<file path="src/rtl/pipe_pkg.sv">
// Shared definitions for the MIPS pipeline hazard controller:
// R-type funct codes, MEM bundle bit positions and hazard FSM states.
package pipe_pkg;

  localparam logic [5:0] FUNCT_MULT  = 6'h18;
  localparam logic [5:0] FUNCT_MULTU = 6'h19;
  localparam logic [5:0] FUNCT_DIV   = 6'h1A;
  localparam logic [5:0] FUNCT_DIVU  = 6'h1B;

  localparam int unsigned MEM_READ_BIT  = 1;
  localparam int unsigned MEM_WRITE_BIT = 0;

  typedef enum logic [1:0] {
    IDLE    = 2'd0,
    MD_BUSY = 2'd1,
    MD_DONE = 2'd2
  } hz_state_e;

  function automatic logic is_div(input logic rtype, input logic [5:0] funct);
    return rtype && ((funct == FUNCT_DIV) || (funct == FUNCT_DIVU));
  endfunction

  function automatic logic is_mult(input logic rtype, input logic [5:0] funct);
    return rtype && ((funct == FUNCT_MULT) || (funct == FUNCT_MULTU));
  endfunction

endpackage

</file>
<file path="src/rtl/hazard_loaduse_cmp.sv">
// Combinational load-use comparator: flags when the load in ID/EX writes a
// register (other than $zero) that the instruction in ID reads.
module hazard_loaduse_cmp (
  input  logic       mem_read,
  input  logic [4:0] id_ex_rt,
  input  logic [4:0] if_id_rs,
  input  logic [4:0] if_id_rt,
  output logic       hazard
);

  // Destination match against either source operand
  always_comb begin
    hazard = mem_read && (id_ex_rt != 5'd0) &&
             ((id_ex_rt == if_id_rs) || (id_ex_rt == if_id_rt));
  end

endmodule

</file>
<file path="src/rtl/pipe_hazard_ctrl.sv">
// Pipeline hazard and stall controller for the 5-stage MIPS pipeline.
// Inserts a 1-cycle bubble on load-use and freezes the front of the pipe
// for multi-cycle DIV/DIVU. Optional macro MULT_STALL_EN also freezes for
// MULT/MULTU (MUL_CYCLES cycles); without it MUL_CYCLES is unused.
module pipe_hazard_ctrl
  import pipe_pkg::*;
#(
  parameter int unsigned DIV_CYCLES = 32,
  parameter int unsigned MUL_CYCLES = 4,
  parameter int unsigned CNT_W      = 6
) (
  input  logic             clk,
  input  logic             rst,
  input  logic [4:0]       if_id_rs,
  input  logic [4:0]       if_id_rt,
  input  logic [1:0]       id_ex_mem,
  input  logic [4:0]       id_ex_rt,
  input  logic [5:0]       id_ex_funct,
  input  logic             id_ex_rtype,
  output logic             pc_en,
  output logic             if_id_en,
  output logic             id_ex_en,
  output logic             id_bubble,
  output logic             ex_bubble,
  output logic             muldiv_start,
  output logic             muldiv_busy,
  output logic [CNT_W-1:0] stall_cnt
);

  localparam logic [CNT_W-1:0] DIV_LOAD = CNT_W'(DIV_CYCLES - 2);

  hz_state_e        state;
  logic [CNT_W-1:0] cnt;
  logic             div_hit;
  logic             mul_hit;
  logic             lu_hit;
  logic             unused_mem_write;

  assign unused_mem_write = id_ex_mem[MEM_WRITE_BIT];
  assign div_hit          = is_div(id_ex_rtype, id_ex_funct);

`ifdef MULT_STALL_EN
  localparam logic [CNT_W-1:0] MUL_LOAD = CNT_W'(MUL_CYCLES - 2);
  assign mul_hit = is_mult(id_ex_rtype, id_ex_funct);
`else
  localparam int unsigned unused_mul_cycles = MUL_CYCLES;
  assign mul_hit = 1'b0;
`endif

  hazard_loaduse_cmp u_loaduse (
    .mem_read (id_ex_mem[MEM_READ_BIT]),
    .id_ex_rt (id_ex_rt),
    .if_id_rs (if_id_rs),
    .if_id_rt (if_id_rt),
    .hazard   (lu_hit)
  );

  // Busy FSM and remaining-cycle counter; counter never wraps
  always_ff @(posedge clk) begin
    if (rst) begin
      state <= IDLE;
      cnt   <= '0;
    end else begin
      case (state)
        IDLE: begin
          if (div_hit) begin
            cnt   <= DIV_LOAD;
            state <= MD_BUSY;
          end
`ifdef MULT_STALL_EN
          else if (mul_hit) begin
            cnt   <= MUL_LOAD;
            state <= MD_BUSY;
          end
`endif
        end
        MD_BUSY: begin
          if (cnt == '0) state <= MD_DONE;
          else           cnt   <= cnt - 1'b1;
        end
        MD_DONE: state <= IDLE;
        default: state <= IDLE;
      endcase
    end
  end

  // Enables and bubble selects; rst forces the free-running defaults even
  // while the state register still holds MD_BUSY
  always_comb begin
    pc_en        = 1'b1;
    if_id_en     = 1'b1;
    id_ex_en     = 1'b1;
    id_bubble    = 1'b0;
    ex_bubble    = 1'b0;
    muldiv_start = 1'b0;
    muldiv_busy  = 1'b0;
    stall_cnt    = rst ? '0 : cnt;
    if (!rst) begin
      case (state)
        IDLE: begin
          if (div_hit || mul_hit) begin
            pc_en        = 1'b0;
            if_id_en     = 1'b0;
            id_ex_en     = 1'b0;
            ex_bubble    = 1'b1;
            muldiv_start = 1'b1;
            muldiv_busy  = 1'b1;
          end else if (lu_hit) begin
            pc_en     = 1'b0;
            if_id_en  = 1'b0;
            id_bubble = 1'b1;
          end
        end
        MD_BUSY: begin
          pc_en       = 1'b0;
          if_id_en    = 1'b0;
          id_ex_en    = 1'b0;
          ex_bubble   = 1'b1;
          muldiv_busy = 1'b1;
        end
        default: ;
      endcase
    end
  end

endmodule

</file>
<file path="config.mk">
export PLATFORM = sky130hd
export DESIGN_NAME = pipe_hazard_ctrl
export DESIGN_NICKNAME = d
export VERILOG_FILES = /design/src/rtl/pipe_pkg.sv /design/src/rtl/hazard_loaduse_cmp.sv /design/src/rtl/pipe_hazard_ctrl.sv
export SDC_FILE = /design/constraint.sdc
export NUM_CORES = 1
export LEC_CHECK = 0
export CAP_MARGIN = 20
export CORE_UTILIZATION = 35
export CTS_BUF_LIST = sky130_fd_sc_hd__clkbuf_4
export CTS_CLUSTER_DIAMETER = 200
export DETAILED_ROUTE_END_ITERATION = 12
export PLACE_DENSITY = 0.74
export SLEW_MARGIN = 20
export SYNTH_ARGS = -nofsm -noshare
export SYNTH_HDL_FRONTEND = slang
export SYNTH_HIERARCHICAL = 1
export SYNTH_SLANG_ARGS = --single-unit
</file>
<file path="constraint.sdc">
create_clock -name clk -period 1.6 [get_ports clk]
set_input_delay 0.24 -clock clk [delete_from_list [all_inputs] [get_ports clk]]
set_output_delay 0.24 -clock clk [all_outputs]
set_load 0.02 [all_outputs]
</file>
* After elaboration in Yosys (flattened, before gate mapping)
Index checks and enable logic that the tools add are counted.
Storage, ports and cells: bits in registers 8, output and inout port bits 13, input port bits 26
Cells by class: muxes and demuxes 23, add/subtract/negate cells 1, eq/ne operators 8, reduce and logical (&&, ||, !) cells 11
Operator list (count):
- 6-bit 2-to-1 mux | 3
- 1-bit 2-to-1 mux | 13
- 6-bit by 5-bit equality test with 1-bit output, second input constant | 2
- 6-bit case mux with 2 select lines | 1
- 5-bit equality test | 2
- 6-bit zero test | 1
- 2-bit inequality test, second input constant | 3
- 1-bit case mux with 2 select lines | 3
- 6-bit by 1-bit subtractor with 6-bit output, second input constant | 1
- 5-bit nonzero test | 1
- 2-bit 2-to-1 mux | 2
- 2-bit case mux with 2 select lines | 1
- 1-bit logical AND | 3
- 3-bit AND reduction | 1
- 2-bit by 1-bit equality test with 1-bit output, second input constant | 1
- 2-bit zero test | 1
- 1-bit logical OR | 2
- 2-bit AND reduction | 1
- 2-bit nonzero test | 1

* Logic depth before layout (Yosys ltp)
word-level depth 7, mapped depth 6, depth with buffers taken out 5

* By module
The synthesis kept the hierarchy.
By module, submodules not included:
- pipe_hazard_ctrl | cells each 65, seq. area each 160.2 um^2, instances 1, area each 561.8 um^2
- hazard_loaduse_cmp | cells each 17, seq. area each 0.0 um^2, instances 1, area each 125.1 um^2

* Worst setup path before layout
OpenSTA, ideal clock, no wires.
kind input to output, from in id_ex_rt[1], to out pc_en, path slack -0.364 ns, data arrival time 1.724 ns, cell stages on the path 5, cell sequence or4_1 > o21ai_1 > a21oi_1 > o21ai_0 > buf_4
On the way: word-level cells in the longest chain between the ends 7, elaborated cells between the ends (all ways) 10, those cells by class 2 x eq/ne; 4 x mux; 4 x reduce/logical
RTL lines:
- from (decl) | line pipe_hazard_ctrl.sv:17 | input logic [4:0] id_ex_rt,
- 5-bit equality test / 5-bit nonzero test (equally long branches) | line hazard_loaduse_cmp.sv:14, hazard_loaduse_cmp.sv:13
- 1-bit logical OR / 1-bit logical AND (equally long branches) | line hazard_loaduse_cmp.sv:14, hazard_loaduse_cmp.sv:13
- 1-bit logical AND (*) | line hazard_loaduse_cmp.sv:13 | hazard = mem_read && (id_ex_rt != 5'd0) &&
- via lu_hit | line pipe_hazard_ctrl.sv:36 | logic lu_hit;
- 1-bit 2-to-1 mux (*) (2 in a row)
- 1-bit case mux with 2 select lines (*)
- 1-bit 2-to-1 mux (*)
- to (decl) | line pipe_hazard_ctrl.sv:20 | output logic pc_en,
Mark *: on every way through the listed nets, which the timed path passes. The rest lies on a longest branch.

* Worst setup path after layout
from in id_ex_rt[3], to out if_id_en
On the way: word-level cells in the longest chain between the ends 7, elaborated cells between the ends (all ways) 10, those cells by class 2 x eq/ne; 4 x mux; 4 x reduce/logical
RTL lines:
- 5-bit equality test / 5-bit nonzero test (equally long branches) | line hazard_loaduse_cmp.sv:14, hazard_loaduse_cmp.sv:13
- 1-bit logical OR / 1-bit logical AND (equally long branches) | line hazard_loaduse_cmp.sv:14, hazard_loaduse_cmp.sv:13
- 1-bit logical AND (*) | line hazard_loaduse_cmp.sv:13
- via lu_hit | line pipe_hazard_ctrl.sv:36
- 1-bit 2-to-1 mux (*) | line pipe_hazard_ctrl.sv:108 | end else if (lu_hit) begin
- 1-bit 2-to-1 mux (*) | line pipe_hazard_ctrl.sv:101 | if (div_hit || mul_hit) begin
- 1-bit case mux with 2 select lines (*) | line pipe_hazard_ctrl.sv:99 | case (state)
- 1-bit 2-to-1 mux (*) | line pipe_hazard_ctrl.sv:98 | if (!rst) begin
- to (decl) | line pipe_hazard_ctrl.sv:21 | output logic if_id_en,
Marked as above.

==> flow_summary.yaml <==
status:
  status: "finished with violations"
  violations: "setup timing"
synth:
  synth_area_leader_cell: "dfxtp_1"
  async_flop_share_pct: 0
  ys.flop_type: "dfxtp_1"
  ys_top_cells_by_count: "dfxtp_1 (8), nor2_1 (8), nor3_1 (8)"
  synth_seq_cells: 8
  synth.area.top_cells: "dfxtp_1 (23%), xor2_1 (7.7%), nor3_1 (5.8%)"
  synth_cells: 82
  syn-num-nets: 110
  synth-warning-count: 6
  synth-seq-area-share_pct: 23.32
  syn_avg_cell_area_um2: 8.377
  syn-cell-area_um2: 686.9
  synth_edf_count: 0
  synthDominantCellAreaShare_pct: 23.32
  ys_types: 33
clocking:
  cts_root_buffer: "clkbuf_4"
  cts_buffers: 3
  cts_max_level: 1
  hold_buffers: 0
  clock_latency_ps: 260
  cts_sinks: 8
  clk_pin_slew_ps: 50
  cts_tree: "built"
  cts_max_path_buffers: 2
detailed_routing:
  via_count: 761
  wl_per_cell_um: 12.07
  drt_iter0_markers: 12
  wl_um: 1871
  ant_nets: 0
  drc: 0
  dr.pass1.iters: 4
  via_per_inst: 4.910
layout:
  drive_gt1_share_pct: 38.46
  final_util_pct: 66.88
  area_growth_pct: 73.59
  fin_nets: 160
  diodes: 0
  n_fill_cell: 160
job:
  max-cap-violations: 0
grt:
  antenna_found_initial: 0
  track_usage_pct: 20.06
  grt_max_degree: 12
  grt_pass1_vias: 736
  grt_overflow_total: 0
  grt_first_pass_wirelength_um: 3056
die:
  die_x_um: 46.30
  dieArea_um2: 2144
  rows: 15
  initial_utilization_pct: 38.53
  core_area_um2: 1783
  ioPinCount: 39
  die_h_um: 46.30
timing:
  clock_skew_ps: 7.058
  setup_ws_ps: -7.045
  fin_crit_sh_pct: 100.4
  hold_viol: 0
  worstMarginPinSlew_ps: 411.6
  period_needed_ps: 1607
  drv_slew: 0
  max_slew_margin_pct: 72.35
  tns_ps: -13.25
  rsz0062_at_grt: "yes"
  finalSetupViolations: 2
  fmax_mhz: 622.3
worst_setup_path:
  critPathKind: "in2out"
  required_ps: 1360
  setup.worst_path.start_class: "input port"
  r2r_start: "cnt[0]"
  reg2reg_depth: 5
  path_max_fanout: 2
  reg2reg_slack_ps: 80
  end_kind: "primary output"
  worstReg2RegEnd: "cnt[3]"
  arrival_ps: 1370
power:
  p_per_area_nw_per_um2: 443.8
  vdd_drop_max_v: 0.0003712
  finalPower_mw: 0.5292
  leakage_nw: 0.5138
min_path:
  hold_start: "cnt[5]"
  hp-class: "reg2reg"
  whs_endpoint: "cnt[5]"
  holdPathStages: 1
placement:
  dp_hpwl_um: 1515
  gp_congestion: 0.8100
  port_buffers: 36
## worst max-delay path, stage by stage
cell     delay, ps
buf_8          100
or4_4          520
o21ai_2        160
a21oi_2         50
o21ai_2        160
buf_6          140
## per-stage QoR
step / setup WS, ps / hold WS, ps / std cells / area [µm²]
finish: -7.045 / 541.1 / 155 / 1192
global route: -84.55 / 594.1 / 155 / 1192
CTS: -17.62 / 518.3 / 155 / 1176
detailed placement: -858.7 / 510.0 / 151 / 1155
global placement: -801.0 / 499.3 / 151 / 1155
floorplan: -39.56 / 466.8 / 82 / 695.7
## how the worst max path moves through the flow
stage,startpoint,endpoint,slack (ps),cells after the start
after detailed placement,id_ex_rt[4],if_id_en,-860,6
after global placement,id_ex_rt[4],pc_en,-800,6
after global routing,if_id_rs[2],id_bubble,-80,7
final,id_ex_rt[3],if_id_en,-7,6
after floorplan,id_ex_rt[1],pc_en,-40,5
after CTS,id_ex_rt[3],if_id_en,-20,6
## final cells by class
| cell class | instances | area (µm²) | share of cell area, % |
|---|---|---|---|
| Sequential cell | 8 | 161.4 | 13.54 |
| Clock buffer | 3 | 22.52 | 1.889 |
| Tap cell | 25 | 31.28 | 2.623 |
| Timing Repair Buffer | 49 | 431.7 | 36.20 |
| Multi-Input combinational cell | 65 | 526.8 | 44.18 |
| Inverter | 5 | 18.77 | 1.574 |
## cells by family (layout without fill, tap and decap cells)
logic type,after synthesis,after routing,share of synthesized area (%)
AND/OR/NAND/NOR,38,38,29.15
AO/OA/AOI/OAI,14,14,23.50
XOR/XNOR,10,10,12.75
buffers and inverters,9,57,6.010
flip-flops,8,8,23.31
adder cells (fa/ha/maj),2,2,3.642
multiplexers,1,1,1.639
## placed cells by master, fill, tap and decap left out, types with 2 or more instances in the layout
cell type and n:
clkdlybuf4s15_2 2, buf_6 7, clkbuf_4 3, inv_1 4, xnor2_1 4, nor3_1 6
nor3_2 2, buf_2 5, a22o_1 2, o21ai_2 2, nor2b_1 3, clkdlybuf4s15_1 8
xor2_1 6, nand2_1 5, and3_1 2, dlygate4sd2_1 12, buf_4 12, dfxtp_1 7
a21oi_1 2, nand3_1 3, nor2_1 8
## flip-flops by register name, indices dropped and copies added, names as in the netlist
signal and cells:
state 2, cnt 6
## layer usage
| layer | track usage [%] | share of wire (%) | vias to the layer above |
|---|---|---|---|
| li1 | - | - | 388 |
| met1 | 21.60 | 39 | 345 |
| met2 | 38.06 | 54 | 28 |
| met3 | 5.882 | 6.6 | 0 |
| met4 | 3.529 | 0 | 0 |
| met5 | 0 | 0 | - |
## where the power goes
group          total (mW)  internal [mW]  switching, mW
Combinational       0.165         0.0929         0.0724
Clock               0.157         0.0860         0.0708
Sequential          0.207          0.203        0.00420
Total               0.529          0.382          0.147
## repair_timing
| item | in CTS | in global routing |
|---|---|---|
| pin swaps | 16 | 7 |
| resized for setup | 104 | 8 |
| setup buffers | 1 | 0 |
| setup endpoints to repair | 18 | 7 |
(Power assumes the default switching activity.)
